[config.mk]
export PLATFORM = sky130hd
export DESIGN_NAME = console_uart_tx
export DESIGN_NICKNAME = d
export VERILOG_FILES = /design/src/rtl/console_pkg.sv /design/src/rtl/uart_tx_serializer.sv /design/src/rtl/console_uart_tx.sv
export SDC_FILE = /design/constraint.sdc
export NUM_CORES = 1
export LEC_CHECK = 0
export ABC_AREA = 1
export ABC_CLOCK_PERIOD_IN_PS = 2700
export CAP_MARGIN = 20
export CORE_ASPECT_RATIO = 1.25
export CORE_MARGIN = 2
export CORE_UTILIZATION = 35
export CTS_CLUSTER_DIAMETER = 30
export DETAILED_ROUTE_END_ITERATION = 8
export SYNTH_ARGS = -nofsm -noshare
export SYNTH_HDL_FRONTEND = slang
export SYNTH_SLANG_ARGS = --single-unit
[constraint.sdc]
create_clock -name clk -period 2.7 [get_ports clk]
set_input_delay 0.405 -clock clk [delete_from_list [all_inputs] [get_ports clk]]
set_output_delay 0.405 -clock clk [all_outputs]
set_load 0.02 [all_outputs]
[src/rtl/console_pkg.sv]
// console_pkg: shared constants and types for the console UART transmitter
package console_pkg;
    localparam logic [15:0] DATA_ADDR_DEF = 16'hFFFF;
    localparam logic [15:0] STAT_ADDR_DEF = 16'hFFFD;
    localparam int ST_NOTFULL = 0;
    localparam int ST_IDLE    = 1;
    localparam int ST_OVF     = 2;
    typedef enum logic [1:0] {S_IDLE, S_START, S_DATA, S_STOP} ser_state_t;
endpackage

[src/rtl/uart_tx_serializer.sv]
// uart_tx_serializer: 8N1 frame generator pulling bytes through a valid/ready handshake
module uart_tx_serializer
    import console_pkg::*;
#(
    parameter int CLKS_PER_BIT = 217
) (
    input  logic       clk,
    input  logic       reset,
    input  logic [7:0] data,
    input  logic       valid,
    output logic       ready,
    output logic       tx,
    output logic       active
);
    localparam int CW = (CLKS_PER_BIT > 1) ? $clog2(CLKS_PER_BIT) : 1;
    localparam logic [CW-1:0] RELOAD = CW'(CLKS_PER_BIT - 1);
    ser_state_t state;
    logic [CW-1:0] cnt;
    logic [2:0] idx;
    logic [7:0] sh;
    logic done;
    assign done = cnt == '0;
    assign ready = state == S_IDLE || (state == S_STOP && done);
    assign active = state != S_IDLE;
    always_ff @(posedge clk) begin
        if (reset) begin
            state <= S_IDLE;
            tx <= 1'b1;
            cnt <= RELOAD;
            idx <= '0;
            sh <= '0;
        end else begin
            cnt <= (state == S_IDLE || done) ? RELOAD : cnt - 1'b1;
            case (state)
                S_IDLE: if (valid) begin
                    sh <= data;
                    tx <= 1'b0;
                    state <= S_START;
                end
                S_START: if (done) begin
                    tx <= sh[0];
                    idx <= '0;
                    state <= S_DATA;
                end
                // shift so sh[0] always holds the bit currently on the line
                S_DATA: if (done) begin
                    sh <= sh >> 1;
                    tx <= (idx == 3'd7) ? 1'b1 : sh[1];
                    idx <= idx + 3'd1;
                    if (idx == 3'd7) state <= S_STOP;
                end
                S_STOP: if (done) begin
                    if (valid) begin
                        sh <= data;
                        tx <= 1'b0;
                        state <= S_START;
                    end else begin
                        state <= S_IDLE;
                    end
                end
                default: state <= S_IDLE;
            endcase
        end
    end
endmodule

[src/rtl/console_uart_tx.sv]
// console_uart_tx: Z80 bus console mailbox with FIFO feeding an 8N1 serialiser
module console_uart_tx
    import console_pkg::*;
#(
    parameter int          CLKS_PER_BIT = 217,
    parameter int          FIFO_AW      = 4,
    parameter logic [15:0] DATA_ADDR    = DATA_ADDR_DEF,
    parameter logic [15:0] STAT_ADDR    = STAT_ADDR_DEF
) (
    input  logic        clk,
    input  logic        reset,
    input  logic [15:0] bus_addr,
    input  logic [7:0]  bus_wdata,
    input  logic        bus_wr,
    input  logic        bus_rd,
    output logic [7:0]  bus_rdata,
    output logic        bus_hit,
    output logic        tx,
    output logic        tx_busy
);
    localparam int DEPTH = 2 ** FIFO_AW;
    logic [7:0] mem [DEPTH];
    logic [FIFO_AW-1:0] wptr, rptr;
    logic [FIFO_AW:0] count;
    logic wr_q, overflow;
    logic [7:0] last_char, status;
    logic wr_ev, push_ev, clr_ev, full, empty, push, pop, ser_ready, ser_active;
    logic is_data, is_stat;
    assign is_data = bus_addr == DATA_ADDR;
    assign is_stat = bus_addr == STAT_ADDR;
    assign wr_ev = bus_wr & ~wr_q;
    assign push_ev = wr_ev & is_data;
    assign clr_ev = wr_ev & is_stat;
    assign full = count == (FIFO_AW + 1)'(DEPTH);
    assign empty = count == '0;
    assign pop = ser_ready & ~empty;
    // a full FIFO still accepts when the same cycle frees a slot
    assign push = push_ev & (~full | pop);
    assign status = {5'b0, overflow, empty & ~ser_active, ~full};
    assign bus_hit = (bus_rd | bus_wr) & (is_data | is_stat);
    assign bus_rdata = (bus_rd & bus_hit) ? (is_data ? last_char : status) : 8'h00;
    assign tx_busy = ~empty | ser_active;
    always_ff @(posedge clk) begin
        if (reset) begin
            wr_q <= 1'b0;
            wptr <= '0;
            rptr <= '0;
            count <= '0;
            overflow <= 1'b0;
            last_char <= '0;
        end else begin
            wr_q <= bus_wr;
            if (push) wptr <= wptr + 1'b1;
            if (pop) rptr <= rptr + 1'b1;
            count <= count + (FIFO_AW + 1)'(push) - (FIFO_AW + 1)'(pop);
            if (push_ev) last_char <= bus_wdata;
            if (push_ev & ~push) overflow <= 1'b1;
            else if (clr_ev) overflow <= 1'b0;
        end
    end
    always_ff @(posedge clk) begin
        if (push) mem[wptr] <= bus_wdata;
    end
    uart_tx_serializer #(.CLKS_PER_BIT(CLKS_PER_BIT)) u_ser (
        .clk(clk),
        .reset(reset),
        .data(mem[rptr]),
        .valid(~empty),
        .ready(ser_ready),
        .tx(tx),
        .active(ser_active)
    );
endmodule

Word-level counts from Yosys, hierarchy flattened
Memories as Yosys holds them, arrays and structs flattened. A register that Yosys moved wholly into a read port is not among the register bits.
Index checks and enable logic that the tools add are counted.
Word-level totals
  memories: 1
  register bits: 45
  logic and storage cells: 91
  RAM bits: 128
  input port bits: 28
Cells by class
  add/sub/neg operators: 6
  muxes and demuxes: 28
  equal/unequal tests: 12
  bitwise gates (word level): 18
  reduce and logical (&&, ||, !) cells: 15
Memories
  mem: depth 16, width 8, read ports 1, clocked after Yosys merged registers in 1, wr ports 1, line console_uart_tx.sv:22  | logic [7:0] mem [DEPTH];
Operators with widths (number)
  2-to-1 mux 8 bit: 5
  == test 16 bit (second input constant): 2
  case mux 8 bit (3 select lines): 1
  2-to-1 mux 1 bit: 10
  2-to-1 mux 2 bit: 5
  bitwise AND 1 bit: 9
  AND reduction 3 bit: 3
  adder 4 x 1 -> 4 bit (second input constant): 2
  logical NOT 8 bit: 1
  2-to-1 mux 4 bit: 2
  != test 2 x 1 -> 1 bit (second input constant): 4
  case mux 2 bit (4 select lines): 1
  subtractor 8 x 1 -> 8 bit (second input constant): 1
  2-to-1 mux 3 bit: 2
  case mux 3 bit (2 select lines): 1
  nonzero test 2 bit: 3
  adder 5 x 1 -> 5 bit: 1
  == test 5 bit (second input constant): 1
  logical NOT 5 bit: 1
  inverter 1 bit: 5
  AND reduction 5 bit: 1
  subtractor 5 x 1 -> 5 bit: 1
  == test 2 bit (second input constant): 2
  OR 1 bit: 4
  10 further kinds: 11

Depth between registers and ports, before layout
  depth after elaboration: 9
  mapped depth: 17
  depth with buffers taken out: 17

Modules after synthesis
A second synthesis with hierarchy kept.
Second synthesis, totals
  cells, all modules: 785
  area total of the unflattened synthesis: 8026.4 µm²
Modules (own cells, without submodules)
  console_uart_tx: area each 6779.0 µm², cells an instance 620, times used 1
  uart_tx_serializer: area each 1247.4 µm², cells an instance 165, times used 1

Worst setup path before layout
OpenSTA, ideal clock, no wires.
  path type: reg-to-reg
  start: register u_ser.cnt[0]
  end: register count[4]
  arrival time: 2.694 ns
  path buffers: 0
  cell stages (with the launch flop): 18
  library setup time: 0.070 ns
  path slack: -0.063 ns
  cell sequence: dfxtp_1 inv_1 ha_1 nand3_2 nor2_4 nand2_4 nand3_4 inv_4 nor2_8 inv_1 ha_1 inv_1 ha_1 inv_1 fa_1 o31ai_1 o21ai_0 a21oi_1
On the way
  longest elaborated chain between the ends: 8
Ends and longest elaborated chain
  from (decl): line uart_tx_serializer.sv:18  | logic [CW-1:0] cnt;
  from (signal assigned): line uart_tx_serializer.sv:33  | cnt <= (state == S_IDLE || done) ? RELOAD : cnt - 1'b1;
  logical NOT 8 bit *: line uart_tx_serializer.sv:22  | assign done = cnt == '0;
  logical AND 1 bit *: line uart_tx_serializer.sv:23  | assign ready = state == S_IDLE || (state == S_STOP && done);
  logical OR 1 bit *: line uart_tx_serializer.sv:23
  bitwise AND 1 bit *: line console_uart_tx.sv:36  | assign pop = ser_ready & ~empty;
  OR 1 bit: line console_uart_tx.sv:38  | assign push = push_ev & (~full | pop);
  bitwise AND 1 bit: line console_uart_tx.sv:38
  adder 5 x 1 -> 5 bit: line console_uart_tx.sv:55  | count <= count + (FIFO_AW + 1)'(push) - (FIFO_AW + 1)'(pop);
  subtractor 5 x 1 -> 5 bit *: line console_uart_tx.sv:55
  to (signal assigned): line console_uart_tx.sv:55
  to (decl): line console_uart_tx.sv:24  | logic [FIFO_AW:0] count;
Mark *: on every way between the ends. The rest lies on a longest branch, timed or not.
A chain may end at the register's enable or synchronous reset.

Final worst setup path
  start: input bus_addr[10]
  end: output bus_rdata[3]
On the way
  longest elaborated chain between the ends: 5
  elaborated cells between the ends (all ways): 7
  those cells by class: eq/ne (2); mux (2); bitwise (3)
Ends and longest elaborated chain
  from (decl): line console_uart_tx.sv:12  | input logic [15:0] bus_addr,
  == test 16 bit (on tied branches): line console_uart_tx.sv:29, console_uart_tx.sv:30
  OR 1 bit: line console_uart_tx.sv:40  | assign bus_hit = (bus_rd | bus_wr) & (is_data | is_stat);
  bitwise AND 1 bit: line console_uart_tx.sv:40
  bitwise AND 1 bit: line console_uart_tx.sv:41  | assign bus_rdata = (bus_rd & bus_hit) ? (is_data ? last_char : status) : 8'h00;
  2-to-1 mux 8 bit *: line console_uart_tx.sv:41
  to (decl): line console_uart_tx.sv:16  | output logic [7:0] bus_rdata,
Marked as above.

==> results.json <==
{
  "outcome": "finished, final reports clean",
  "drc": 0,
  "drt_iter0_drc": 464,
  "initial_core_util_pct": 35.75,
  "core_um2": 22290,
  "period_share_pct": 97.38,
  "slowest_delay_ns": 0.62,
  "dieHeight_um": 172.7,
  "rows": 61,
  "period_needed_ns": 2.629,
  "clock-sinks": 177,
  "slew_viol_final": 0,
  "seq_power_share_pct": 37.9,
  "wirelength_um": 18180,
  "path_delay_family": "buffers and inverters",
  "syn_avg_cell_area_um2": 9.396,
  "worst-path-buf-inv": 4,
  "h-tree-depth": 4,
  "maxSlewHeadroom_pct": 44.16,
  "required_ns": 2.30,
  "grt_setup_unrepaired": "yes",
  "yosysWarningCount": 0,
  "arrival_ns": 2.22,
  "hold_buffers": 0,
  "power_switching_share_pct": 33.24,
  "r2r_cells": 17,
  "skew_ns": 0.01018,
  "antennaDiodeCount": 0,
  "intPower_mw": 5.603,
  "grt_pass1_wl_um": 29260,
  "fin_nets": 970,
  "ys_ff_latch": 177,
  "die-area_um2": 24000,
  "area.growth.synth_to_final_pct": 21.15,
  "drt_first_pass_iters": 5,
  "whs_ns": 0.4107,
  "setup_ws_ns": 0.07085,
  "cp-start-kind": "input port",
  "netlist_instances": 848,
  "numCtsBuffers": 17,
  "final_util_pct": 43.31,
  "max_freq_mhz": 380.4,
  "holdPathStages": 1,
  "wl_per_cell_um": 14.94,
  "grt_overflow": 0,
  "grt_max_degree": 37,
  "async_reset_ff_share_pct": 0,
  "worst-slew-pin-transition_ns": 0.8350,
  "grt_antenna_before_repair": 0,
  "num_vias": 5748,
  "pre_cts_slack_ns": -0.4930,
  "synth_area_um2": 7968,
  "p_per_area_nw_per_um2": 869.5,
  "cp_slowest_cell": "clkdlybuf4s50_1",
  "cts_root_buf": "clkbuf_16",
  "fp.dieW_um": 139.0,
  "p_total_mw": 8.393,
  "avgViaCountPerCell": 4.723,
  "p_leak_nw": 3.976,
  "p_clk_share_pct": 32.4,
  "synth_nets": 897,
  "synth_edf_count": 128,
  "synth.yosys.seq_area_share_pct": 60.55,
  "switching_power_mw": 2.790,
  "cp_max_fo": 10,
  "ys_types": 35,
  "hold_viol_final": 0,
  "setup-violations-final": 0,
  "drv_cap": 0,
  "cp_cell_sequence": "clkdlybuf4s50_1 > nand2_1 > nor2_4 > nand3_2 > inv_2 > nand2_2 > buf_4 > nor2_1 > clkdlybuf4s50_1",
  "track_usage_pct": 15.63,
  "dp_hpwl_um": 12270,
  "worstSetupPathType": "input port to primary output",
  "pwr-share-comb_pct": 29.7,
  "vdd_drop_max_mv": 0.5276,
  "place.gp.congestion": 0.8270,
  "io_buffer_count": 38,
  "cp.depth": 9,
  "synth-main-ff-cell": "edfxtp_1",
  "clock_path_buffers": 2,
  "cp_common_cell": "clkdlybuf4s50_1",
  "first_global_vias": 5559,
  "endpoint_kind": "primary output",
  "drt.antenna.violating_nets": 0,
  "cts.clk_slew.worst_paths_ns": 0.07,
  "io_pins": 39,
  "hp-class": "flip-flop to flip-flop",
  "clk-insertion-delay-late_ns": 0.43,
  "cts_tree": "yes",
  "drive_gt1_share_pct": 11.99
}
logic make-up (layout without fill, tap and decap cells):
logic type | after synthesis | in the layout | synth area share (%)
adders and majority gates | 21 | 21 | 3.392
DFF | 177 | 177 | 60.55
xor gates and xnor gates | 9 | 9 | 0.9894
and+or+nand+nor | 440 | 440 | 23.90
AOI/OAI and AO/OA | 69 | 69 | 4.601
buffers and inverters | 132 | 218 | 6.564
layout by cell type (no fill, tap or decap), types with 2 or more instances in the layout:
| cell type | netlist | layout |
|---|---|---|
| nor2_2 | 3 | 6 |
| nand3_4 | 2 | 3 |
| or2_2 | 3 | 3 |
| buf_4 | 3 | 45 |
| inv_1 | 96 | 94 |
| nor2_4 | 2 | 3 |
| ha_1 | 20 | 19 |
| xor2_1 | 7 | 7 |
| inv_2 | 2 | 4 |
| clkinv_4 | 0 | 2 |
| a21oi_1 | 31 | 31 |
| dlygate4sd2_1 | 0 | 2 |
| edfxtp_1 | 128 | 128 |
| clkbuf_16 | 0 | 17 |
| bufinv_16 | 0 | 5 |
| nand4_1 | 2 | 2 |
| clkdlybuf4s50_1 | 0 | 33 |
| xnor2_1 | 2 | 2 |
| nand3_1 | 96 | 95 |
| nand2_2 | 3 | 3 |
| inv_4 | 2 | 2 |
| buf_12 | 0 | 2 |
| clkinv_1 | 1 | 3 |
| inv_6 | 0 | 4 |
| dfxtp_1 | 49 | 48 |
| o211ai_1 | 4 | 4 |
| nand2_4 | 4 | 4 |
| clkdlybuf4s15_1 | 0 | 2 |
| nand2_1 | 232 | 232 |
| o21ai_0 | 30 | 29 |
| nor2_1 | 86 | 82 |
| nor3_1 | 4 | 4 |
power by group through the flow:
stage / Clock, mW / Combinational, mW / Sequential (mW)
6_report: 2.72 / 2.50 / 3.18
5_1_grt: 2.88 / 2.84 / 3.20
4_1_cts: 2.77 / 2.47 / 3.18
3_5_place_dp: 0 / 2.46 / 3.24
3_3_place_gp: 0 / 2.42 / 3.24
2_1_floorplan: 0 / 1.75 / 3.22
final timing paths:
check | start | end | slack (ns)
worst max-delay path | bus_addr[10] | bus_rdata[3] | 0.07
worst min-delay path | u_ser.cnt[0] | u_ser.cnt[0] | 0.41
worst max register to register | u_ser.cnt[0] | count[4] | 0.13
worst min register to register | u_ser.cnt[0] | u_ser.cnt[0] | 0.41
flip-flops by register name (all words and copies together), names as in the netlist, named ones only:
register     cells
mem            128
last_char        8
u_ser.cnt        8
u_ser.sh         8
count            5
rptr             4
wptr             4
u_ser.idx        3
u_ser.state      2
overflow         1
u_ser.tx         1
wr_q             1
synthesized netlist by cell type (all sizes together) (4+ instances only):
cell | number | area (um2)
or2 | 4 | 27.53
nor3 | 4 | 20.02
a21oi | 31 | 155.2
edfxtp | 128 | 3844
ha | 20 | 250.2
dfxtp | 49 | 980.9
o211ai | 4 | 30.03
nand2 | 239 | 934.7
inv | 100 | 380.4
nand3 | 99 | 525.5
xor2 | 7 | 61.31
buf | 14 | 75.07
nor2 | 92 | 384.1
o21ai | 30 | 150.1
clkbuf | 17 | 63.81
worst register-to-register path: stages, from the launching register on:
cell     delay (ns)
dfxtp_1        0.31
inv_1          0.11
ha_4           0.17
nand3_4        0.11
nor2_4         0.14
nand2_4        0.07
nand3_4        0.08
inv_4          0.06
nor2_8         0.07
inv_1          0.05
ha_1           0.27
inv_1          0.05
ha_1           0.15
inv_1          0.06
fa_2           0.36
o31ai_4        0.24
o21ai_1        0.08
a21oi_1        0.12
final cells by class:
cell class	instances	area, um2
inverters	101	384.1
repair buffers	85	758.2
flip-flops and latches	177	4826
clock buffers	17	425.4
well taps	283	354.1
multi-input cells	539	2676
clock inverters	15	229.0
fillers	2143	12630
per-stage QoR:
stage / cells / TNS [ns] / cell area, um2
6_report: 1217 / 0 / 9653
5_1_grt: 1217 / -0.07780 / 9653
4_1_cts: 1217 / 0 / 9609
3_5_place_dp: 1185 / -2.403 / 8957
3_3_place_gp: 1185 / -2.208 / 8957
2_1_floorplan: 848 / 0 / 7983
layer usage:
metal / vias up / routed length [um] / global-route usage, %
li1: 2917 / - / -
met1: 2688 / 7422 / 18.55
met2: 118 / 9605 / 27.91
met3: 25 / 735 / 3.268
met4: 0 / 421 / 5.640
met5: - / 0 / 0
repair_timing:
action / CTS / global route
buffers inserted: 0 / 0
pin swaps: 0 / 5
gates resized for setup: 5 / 13
endpoints found under the setup margin: 9 / 10
No activity file was read; power rests on OpenSTA's default activity.
